File: src/rtl/zxuno_pkg.sv
// Shared constants and types for the ZX-UNO register-port front end.
package zxuno_pkg;

   localparam logic [15:0] ZXUNO_ADDR_PORT = 16'hFC3B;
   localparam logic [15:0] ZXUNO_DATA_PORT = 16'hFD3B;

   // Per-detector states: IDLE waits for a decoded cycle, ACTIVE tracks it to its end.
   typedef enum logic {
      IDLE   = 1'b0,
      ACTIVE = 1'b1
   } det_state_e;

endpackage

File: src/rtl/zxuno_regport_if.sv
// CPU I/O bus plus register-bank strobes seen by the ZX-UNO register-port decoder.
interface zxuno_regport_if;

   logic [15:0] a;
   logic        iorq_n;
   logic        rd_n;
   logic        wr_n;
   logic        m1_n;
   logic [7:0]  din;
   logic [7:0]  zxuno_addr;
   logic        zxuno_regrd;
   logic        zxuno_regwr;
   logic [7:0]  zxuno_din;
   logic        regaddr_changed;
   logic [7:0]  dout;
   logic        oe_n;

   modport master (
      output a, iorq_n, rd_n, wr_n, m1_n, din,
      input  zxuno_addr, zxuno_regrd, zxuno_regwr, zxuno_din, regaddr_changed, dout, oe_n
   );

   modport slave (
      input  a, iorq_n, rd_n, wr_n, m1_n, din,
      output zxuno_addr, zxuno_regrd, zxuno_regwr, zxuno_din, regaddr_changed, dout, oe_n
   );

endinterface

File: src/rtl/io_cycle_detect.sv
// One write-cycle tracker: holds the last data seen while the condition is true and
// emits a one-clock strobe, together with the held value, when the condition drops.
module io_cycle_detect
   import zxuno_pkg::*;
(
   input  logic       clk,
   input  logic       rst,
   input  logic       cond,
   input  logic [7:0] data,
   output logic       strobe,
   output logic [7:0] value
);

   det_state_e state;
   logic [7:0] hold;

   always_ff @(posedge clk) begin
      if (rst) begin
         state  <= IDLE;
         hold   <= 8'h00;
         strobe <= 1'b0;
         value  <= 8'h00;
      end else begin
         strobe <= 1'b0;
         // Capture on the entry cycle too, so a one-clock cycle still has its data.
         if (cond) hold <= data;
         case (state)
            IDLE: begin
               if (cond) state <= ACTIVE;
            end
            ACTIVE: begin
               if (!cond) begin
                  state  <= IDLE;
                  strobe <= 1'b1;
                  value  <= hold;
               end
            end
            default: state <= IDLE;
         endcase
      end
   end

endmodule

File: src/rtl/zxuno_regport.sv
// ZX-UNO register-port decoder: turns Z80 I/O cycles into register address/strobes.
// Optional readback of the address port is enabled by ZXUNO_ADDR_READBACK_EN.
module zxuno_regport
   import zxuno_pkg::*;
#(
   parameter logic [15:0] ADDR_PORT = ZXUNO_ADDR_PORT,
   parameter logic [15:0] DATA_PORT = ZXUNO_DATA_PORT
) (
   input logic             clk,
   input logic             rst,
   zxuno_regport_if.slave  bus
);

   logic [15:0] a_r;
   logic        iorq_r;
   logic        rd_r;
   logic        wr_r;
   logic        m1_r;
   logic [7:0]  din_r;

   always_ff @(posedge clk) begin
      if (rst) begin
         a_r    <= 16'h0000;
         iorq_r <= 1'b1;
         rd_r   <= 1'b1;
         wr_r   <= 1'b1;
         m1_r   <= 1'b1;
         din_r  <= 8'h00;
      end else begin
         a_r    <= bus.a;
         iorq_r <= bus.iorq_n;
         rd_r   <= bus.rd_n;
         wr_r   <= bus.wr_n;
         m1_r   <= bus.m1_n;
         din_r  <= bus.din;
      end
   end

   // M1 together with IORQ is an interrupt acknowledge and must never decode.
   logic io_ok;
   logic cond_aw;
   logic cond_dw;
   logic cond_dr;

   always_comb begin
      io_ok   = !iorq_r && m1_r;
      cond_aw = io_ok && !wr_r && (a_r == ADDR_PORT);
      cond_dw = io_ok && !wr_r && (a_r == DATA_PORT);
      cond_dr = io_ok && !rd_r && (a_r == DATA_PORT);
   end

   io_cycle_detect u_aw (
      .clk    (clk),
      .rst    (rst),
      .cond   (cond_aw),
      .data   (din_r),
      .strobe (bus.regaddr_changed),
      .value  (bus.zxuno_addr)
   );

   io_cycle_detect u_dw (
      .clk    (clk),
      .rst    (rst),
      .cond   (cond_dw),
      .data   (din_r),
      .strobe (bus.zxuno_regwr),
      .value  (bus.zxuno_din)
   );

   always_ff @(posedge clk) begin
      if (rst) bus.zxuno_regrd <= 1'b0;
      else     bus.zxuno_regrd <= cond_dr;
   end

`ifdef ZXUNO_ADDR_READBACK_EN
   logic cond_ar;

   always_comb cond_ar = io_ok && !rd_r && (a_r == ADDR_PORT);

   always_ff @(posedge clk) begin
      if (rst) begin
         bus.oe_n <= 1'b1;
         bus.dout <= 8'h00;
      end else begin
         bus.oe_n <= !cond_ar;
         bus.dout <= bus.zxuno_addr;
      end
   end
`else
   assign bus.oe_n = 1'b1;
   assign bus.dout = 8'h00;
`endif

endmodule
File: src/flat_wrapper.sv
// flat-port wrapper written by rule: the top's interface ports become plain ports
module zxuno_regport_flat import zxuno_pkg::*;
#(
   parameter logic [15:0] ADDR_PORT = ZXUNO_ADDR_PORT,
   parameter logic [15:0] DATA_PORT = ZXUNO_DATA_PORT
)
  (clk, rst, bus_a, bus_iorq_n, bus_rd_n, bus_wr_n, bus_m1_n, bus_din, bus_zxuno_addr, bus_zxuno_regrd, bus_zxuno_regwr, bus_zxuno_din, bus_regaddr_changed, bus_dout, bus_oe_n);
  zxuno_regport_if bus_i ();
  input logic clk;
  input logic rst;
  input wire logic [$bits(bus_i.a)-1:0] bus_a;
  input wire logic [$bits(bus_i.iorq_n)-1:0] bus_iorq_n;
  input wire logic [$bits(bus_i.rd_n)-1:0] bus_rd_n;
  input wire logic [$bits(bus_i.wr_n)-1:0] bus_wr_n;
  input wire logic [$bits(bus_i.m1_n)-1:0] bus_m1_n;
  input wire logic [$bits(bus_i.din)-1:0] bus_din;
  output wire logic [$bits(bus_i.zxuno_addr)-1:0] bus_zxuno_addr;
  output wire logic [$bits(bus_i.zxuno_regrd)-1:0] bus_zxuno_regrd;
  output wire logic [$bits(bus_i.zxuno_regwr)-1:0] bus_zxuno_regwr;
  output wire logic [$bits(bus_i.zxuno_din)-1:0] bus_zxuno_din;
  output wire logic [$bits(bus_i.regaddr_changed)-1:0] bus_regaddr_changed;
  output wire logic [$bits(bus_i.dout)-1:0] bus_dout;
  output wire logic [$bits(bus_i.oe_n)-1:0] bus_oe_n;
  assign bus_i.a = bus_a;
  assign bus_i.iorq_n = bus_iorq_n;
  assign bus_i.rd_n = bus_rd_n;
  assign bus_i.wr_n = bus_wr_n;
  assign bus_i.m1_n = bus_m1_n;
  assign bus_i.din = bus_din;
  assign bus_zxuno_addr = bus_i.zxuno_addr;
  assign bus_zxuno_regrd = bus_i.zxuno_regrd;
  assign bus_zxuno_regwr = bus_i.zxuno_regwr;
  assign bus_zxuno_din = bus_i.zxuno_din;
  assign bus_regaddr_changed = bus_i.regaddr_changed;
  assign bus_dout = bus_i.dout;
  assign bus_oe_n = bus_i.oe_n;
  zxuno_regport #(.ADDR_PORT(ADDR_PORT), .DATA_PORT(DATA_PORT)) u_core (.clk(clk), .rst(rst), .bus(bus_i));
endmodule
File: config.mk
export PLATFORM = sky130hd
export DESIGN_NAME = zxuno_regport_flat
export DESIGN_NICKNAME = d
export VERILOG_FILES = /design/src/rtl/zxuno_pkg.sv /design/src/rtl/zxuno_regport_if.sv /design/src/rtl/io_cycle_detect.sv /design/src/rtl/zxuno_regport.sv /design/src/flat_wrapper.sv
export SDC_FILE = /design/constraint.sdc
export NUM_CORES = 1
export LEC_CHECK = 0
export BUFFER_PORTS_ARGS = -buffer_cell sky130_fd_sc_hd__buf_2
export CORE_MARGIN = 3
export CORE_UTILIZATION = 56
export CTS_BUF_LIST = sky130_fd_sc_hd__clkbuf_16
export DETAILED_ROUTE_END_ITERATION = 16
export PLACE_DENSITY = 0.83
export SLEW_MARGIN = 20
export SYNTH_ARGS = -nofsm -noshare
export SYNTH_HDL_FRONTEND = slang
export SYNTH_HIERARCHICAL = 1
export SYNTH_SLANG_ARGS = --single-unit
File: constraint.sdc
create_clock -name clk -period 3.4 [get_ports clk]
set_input_delay 0.34 -clock clk [delete_from_list [all_inputs] [get_ports clk]]
set_output_delay 0.34 -clock clk [all_outputs]
set_load 0.02 [all_outputs]
==> results.yml, run 1 <==
floorplan:
  die-area_um2: 5080
  start_util_pct: 58.8
  dieWidth_um: 71.3
  die_y_um: 71.3
  rows: 23
  core-area_um2: 4060
  pin_count: 58
yosys:
  synthTopCellsByArea: "dfxtp_1, nand4bb_1, mux2i_1"
  syn_inst: 213
  synthTopCellsByCount: "dfxtp_1, nor2b_1, nor2_1"
  synth-seq-area-share_pct: 54.6
  ys_warn_count: 6
  synthFlopType: "dfxtp_1"
  synth.avg_cell_area_um2: 11.2
  syn-cell-area_um2: 2380
  async_flop_share_pct: 0
  yosys.area.top_type: "dfxtp_1"
  synth_edf_count: 0
  ys_ff_latch: 65
  synth_top_area_share_pct: 54.6
  yosysMostFrequentCell: "dfxtp_1"
  synth_cell_types: 26
sta:
  fin_crit_ns: 2.28
  max_freq_mhz: 439
  fin_skew_ns: 0.00610
  finalSetupTns_ns: 0
  slew_viol_final: 0
  hold_violations: 0
  post-route-period-util_pct: 66.9
  grt_setup_unrepaired: "false"
  tightest_slew_ns: 0.917
  relSlewSlack_pct: 38.8
  setup_violations: 0
layout:
  final_cells: 314
  fillers: 315
  fin_nets: 290
  layout-drive-gt1-share_pct: 28.0
  synthToLayoutAreaGrowth_pct: 17.7
  antenna_cells: 0
  fin_area_um2: 2810
critical_path:
  crit_slowest_cell: "and4b_1"
  end_kind: "flop"
  path_delay_family: "simple AND/OR/NAND/NOR gates"
  worstPathCellList: "or4b_1, nor3_2, and4b_1, mux2i_1, nor2_1"
  critPathRequiredTime_ns: 3.57
  critical_path_class: "flop to flop"
  crit_path_max_fanout: 18
  slowest_delay_ns: 0.74
  critPathBufInv: 0
  arrival_ns: 2.44
  startpoint_type: "flop"
run_status:
  run_status: "complete, no violations"
grt:
  grt_pass1_wl_mm: 6.18
  grt_max_degree: 62
  grt_usage_pct: 16.0
  gr-total-overflow: 0
  grt_antenna_before_repair: 0
  grt_pass1_vias: 1485
routing:
  vias: 1527
  first_pass_iters: 4
  via_per_inst: 4.86
  post_drt_wl_per_cell_um: 11.8
  routed_wl_mm: 3.70
  final_antenna_net_count: 0
  dr.first_iter.drc_count: 93
  drcViolationCount: 0
hold_path:
  hold_class: "input pin to flop"
clock_network:
  cts_hold_buf: 0
  cts_buffer_depth: 2
  clock_latency_ns: 0.32
  path_clk_slew_ns: 0.05
  clock_sink_count: 65
  htree_levels: 3
  cts.repair.resized: 0
  postCtsSetupBuffers: 0
  cts_root_buf: "clkbuf_16"
  cts_tree: "built"
  cts_buffers: 9
run:
  max-cap-violations: 0
pwr:
  p_total_w: 0.00161
  power_density_nw_per_um2: 573
  peakVddDrop_mv: 0.318
  p_leak_nw: 1.13
place:
  dp_cells: 299
  dpl_cell_area_um2: 2550
  port_buffers: 48
  globalplace.congestion: 0.728
  dpl.hpwl_mm: 2.43
## cell usage in the layout (no fill, tap or decap)
cell / Yosys / final
o21ai_1: 2 / 2
conb_1: 2 / 9
nor3_1: 1 / 1
or2_2: 4 / 4
nand4b_1: 1 / 1
nor3_2: 1 / 1
mux2i_1: 16 / 16
nand4bb_1: 16 / 16
and3_2: 1 / 1
or4b_1: 1 / 1
clkbuf_16: 0 / 9
dfxtp_1: 65 / 65
nand2_1: 2 / 2
and4_1: 1 / 1
nor2_1: 18 / 18
buf_2: 2 / 48
nor2b_2: 2 / 2
nor2b_1: 24 / 24
buf_4: 11 / 1
nand2b_1: 16 / 16
and4b_1: 1 / 1
nor2b_4: 4 / 4
clkinv_1: 0 / 1
nand4_1: 1 / 1
inv_1: 0 / 1
clkinv_2: 0 / 4
o21ai_0: 14 / 14
## through the flow
| step | hold slack, ns | setup WS [ns] | util (%) |
|---|---|---|---|
| 2_1_floorplan | 0.444 | 1.64 | - |
| 3_3_place_gp | 0.455 | 1.26 | 63.0 |
| 3_5_place_dp | 0.458 | 1.14 | 63.0 |
| 4_1_cts | 0.192 | 1.14 | 69.2 |
| 5_1_grt | 0.204 | 0.958 | 69.2 |
| 6_report | 0.202 | 1.12 | 69.2 |
## state kept, by name (all words and copies together), names as in the netlist, 8 cells and up
register,count
u_core/a_r,16
u_core/din_r,8
u_core/u_aw/hold,8
u_core/u_aw/value,8
u_core/u_dw/hold,8
u_core/u_dw/value,8
## cell families (layout without fill, tap and decap cells)
logic type             after synthesis  count (layout)  synth area share [%]
buffers and inverters               20              64                  6.98
muxes                               16              16                  6.72
DFF                                 65              65                  54.6
other                                2               9                 0.315
and+or+nand+nor                     94              94                  28.1
AOI/OAI and AO/OA                   16              16                  3.36
## power by group
part / internal, W / total [W] / switching (W)
logic: 0.0000280 / 0.0000563 / 0.0000283
registers: 0.000781 / 0.000788 / 0.00000669
clock network: 0.000476 / 0.000766 / 0.000290
total: 0.00129 / 0.00161 / 0.000325
## cell type report
cell class / count / area [um2] / share of cell area [%]
multi-input combinational: 135 / 943 / 33.6
clock inverter: 6 / 27.5 / 0.980
clock buffer: 9 / 225 / 8.02
sequential: 65 / 1300 / 46.3
tap: 50 / 62.6 / 2.23
timing repair buffer: 49 / 248 / 8.82
## layer usage
metal | track usage (%) | vias to the layer above | share of wire (%)
met5 | 0 | - | 0
met2 | 27.1 | 44 | 47
met1 | 16.9 | 691 | 44
met4 | 9.39 | 0 | 2.1
li1 | - | 786 | -
met3 | 5.89 | 6 | 6.3
## path summary, 6_finish.rpt
path,cells past startpoint,to,slack [ns],startpoint
min,2,u_core/m1_r$_SDFF_PP1_,0.20,bus_m1_n
max,5,u_core/u_dw/hold[4]$_SDFFE_PP0P_,1.12,u_core/a_r[2]$_SDFF_PP0_
min reg2reg,2,u_core/u_dw/value[0]$_SDFFE_PP0P_,0.47,u_core/u_dw/value[0]$_SDFFE_PP0P_
max reg2reg,5,u_core/u_dw/hold[4]$_SDFFE_PP0P_,1.12,u_core/a_r[2]$_SDFF_PP0_
No activity file was read; power rests on OpenSTA's default activity.
==> inputs of run 2 (changes only) <==
--- a/config.mk
+++ b/config.mk
@@ -7,10 +7,10 @@
 export LEC_CHECK = 0
 export BUFFER_PORTS_ARGS = -buffer_cell sky130_fd_sc_hd__buf_2
 export CORE_MARGIN = 3
-export CORE_UTILIZATION = 56
+export CORE_UTILIZATION = 52
 export CTS_BUF_LIST = sky130_fd_sc_hd__clkbuf_16
 export DETAILED_ROUTE_END_ITERATION = 16
-export PLACE_DENSITY = 0.83
+export PLACE_DENSITY = 0.78
 export SLEW_MARGIN = 20
 export SYNTH_ARGS = -nofsm -noshare
 export SYNTH_HDL_FRONTEND = slang
==> constraint.sdc (replaced) <==
create_clock -name clk -period 2.2 [get_ports clk]
set_input_delay 0.22 -clock clk [delete_from_list [all_inputs] [get_ports clk]]
set_output_delay 0.22 -clock clk [all_outputs]
set_load 0.02 [all_outputs]
==> results.yml, run 2 (synthesis results as in run 1) <==
sta:
  tightest_slew_ns: 0.970
  finalSetupTns_ns: 0
  hold_violations: 0
  fin_crit_ns: 1.96
  max_freq_mhz: 510
  relSlewSlack_pct: 35.4
  post-route-period-util_pct: 89.2
  setup_violations: 0
  slew_viol_final: 0
  fin_skew_ns: 0.00449
  grt_setup_unrepaired: "false"
layout:
  fin_area_um2: 2850
  layout-drive-gt1-share_pct: 28.6
  final_cell_mix: "dfxtp_1, buf_2, nor2b_1"
  fin_nets: 291
  regMostFlops: "u_core/a_r"
  fillers: 359
  largest_register_ffs: 16
  layout_commonest_cell: "dfxtp_1"
  antenna_cells: 0
  synthToLayoutAreaGrowth_pct: 19.6
floorplan:
  start_util_pct: 54.4
  die_y_um: 73.7
  rows: 24
  pin_count: 58
  dieWidth_um: 73.7
  core-area_um2: 4380
  die-area_um2: 5430
grt:
  gr-total-overflow: 0
  grt_pass1_vias: 1448
  grt_antenna_before_repair: 0
  grt_max_degree: 66
  grt_usage_pct: 15.2
  grt_pass1_wl_mm: 6.27
routing:
  final_antenna_net_count: 0
  drcViolationCount: 0
  vias: 1512
  first_pass_iters: 4
  via_per_inst: 4.75
  dr.first_iter.drc_count: 106
  routed_wl_mm: 3.85
  post_drt_wl_per_cell_um: 12.1
critical_path:
  reg2reg_slack_ns: 0.24
  worstPathCellList: "or4b_1, nor3_2, and3_2, mux2i_1, nor2_1"
  arrival_ns: 2.12
  startpoint: "u_core/a_r[2]$_SDFF_PP0_"
  crit_path_max_fanout: 18
  worst-r2r-cell-count: 5
  critPathRequiredTime_ns: 2.36
  crit_end: "u_core/u_aw/hold[1]$_SDFFE_PP0P_"
  critical_path_class: "flop to flop"
  crit_slowest_cell: "or4b_1"
  startpoint_type: "flop"
  r2r_end: "u_core/u_aw/hold[1]$_SDFFE_PP0P_"
  end_kind: "flop"
  slowest_delay_ns: 0.52
  r2r_start: "u_core/a_r[2]$_SDFF_PP0_"
pwr:
  p_total_w: 0.00264
  power_density_nw_per_um2: 924
  p_leak_nw: 1.15
  peakVddDrop_mv: 0.574
clock_network:
  postCtsSetupBuffers: 0
  clock_latency_ns: 0.31
  clock_sink_count: 65
  cts_tree: "built"
  cts_buffer_depth: 2
  htree_levels: 3
  cts_root_buf: "clkbuf_16"
  cts_hold_buf: 0
  path_clk_slew_ns: 0.05
  cts_buffers: 9
  cts.repair.resized: 0
run_status:
  run_status: "complete, no violations"
place:
  globalplace.congestion: 0.689
  port_buffers: 48
  dpl_cell_area_um2: 2560
  dpl.hpwl_mm: 2.50
hold_path:
  hold_class: "input pin to flop"
  min_from: "bus_iorq_n"
run:
  max-cap-violations: 0
## run 2: cell types whose count changed in the layout (fill, tap and decap cells not counted), sizes merged
cell,before,now
clkinvlp,0,2
buf,49,50
clkinv,5,3
bufinv,0,1
## run 2: area by class of cell
class	count	area (um2)	share of cell area (%)
Clock inverter	7	62.6	2.19
Timing Repair Buffer	50	255	8.95
Sequential cell	65	1300	45.6
Multi-Input combinational cell	135	943	33.1
Tap cell	52	65.1	2.28
Clock buffer	9	225	7.89
## run 2: how the worst min path moves through the flow
| stage | slack, ns | cells past startpoint | endpoint |
|---|---|---|---|
| global placement | 0.40 | 2 | u_core/rd_r$_SDFF_PP1_ |
| detailed placement | 0.41 | 2 | u_core/wr_r$_SDFF_PP1_ |
| global route | 0.08 | 2 | u_core/iorq_r$_SDFF_PP1_ |
| finish | 0.09 | 2 | u_core/iorq_r$_SDFF_PP1_ |
| CTS | 0.08 | 2 | u_core/iorq_r$_SDFF_PP1_ |
| floorplan | 0.32 | 1 | u_core/iorq_r$_SDFF_PP1_ |
## run 2: metrics by stage
step | setup slack [ns] | hold slack, ns | cells | utilization (%)
after floorplan | 0.440 | 0.324 | 220 | -
after global placement | 0.314 | 0.403 | 302 | 58.5
after detailed placement | 0.257 | 0.406 | 302 | 58.5
after CTS | 0.221 | 0.0799 | 318 | 65.1
after global routing | 0.105 | 0.0819 | 318 | 65.1
final | 0.238 | 0.0881 | 318 | 65.1
## run 2: layer usage
layer | up-vias | part of all wire (%) | routed length, um | global-route usage, %
met4 | 0 | 0.78 | 30 | 8.45
met2 | 45 | 49 | 1880 | 23.3
met1 | 672 | 44 | 1680 | 19.0
li1 | 791 | - | - | -
met3 | 4 | 6.8 | 262 | 4.51
met5 | - | 0 | 0 | 0
## run 2: where the power goes
part	internal (W)	switching, W	leakage [nW]
Combinational	0.0000434	0.0000448	0.475
Clock	0.000863	0.000468	0.140
Sequential	0.00121	0.0000113	0.531
Total	0.00211	0.000524	1.15
## run 2: worst max-delay path: cells and delay by family, from the launching register on
family | cells | cell delay [ns]
mux | 1 | 0.25
flops | 1 | 0.29
simple gates | 4 | 1.27
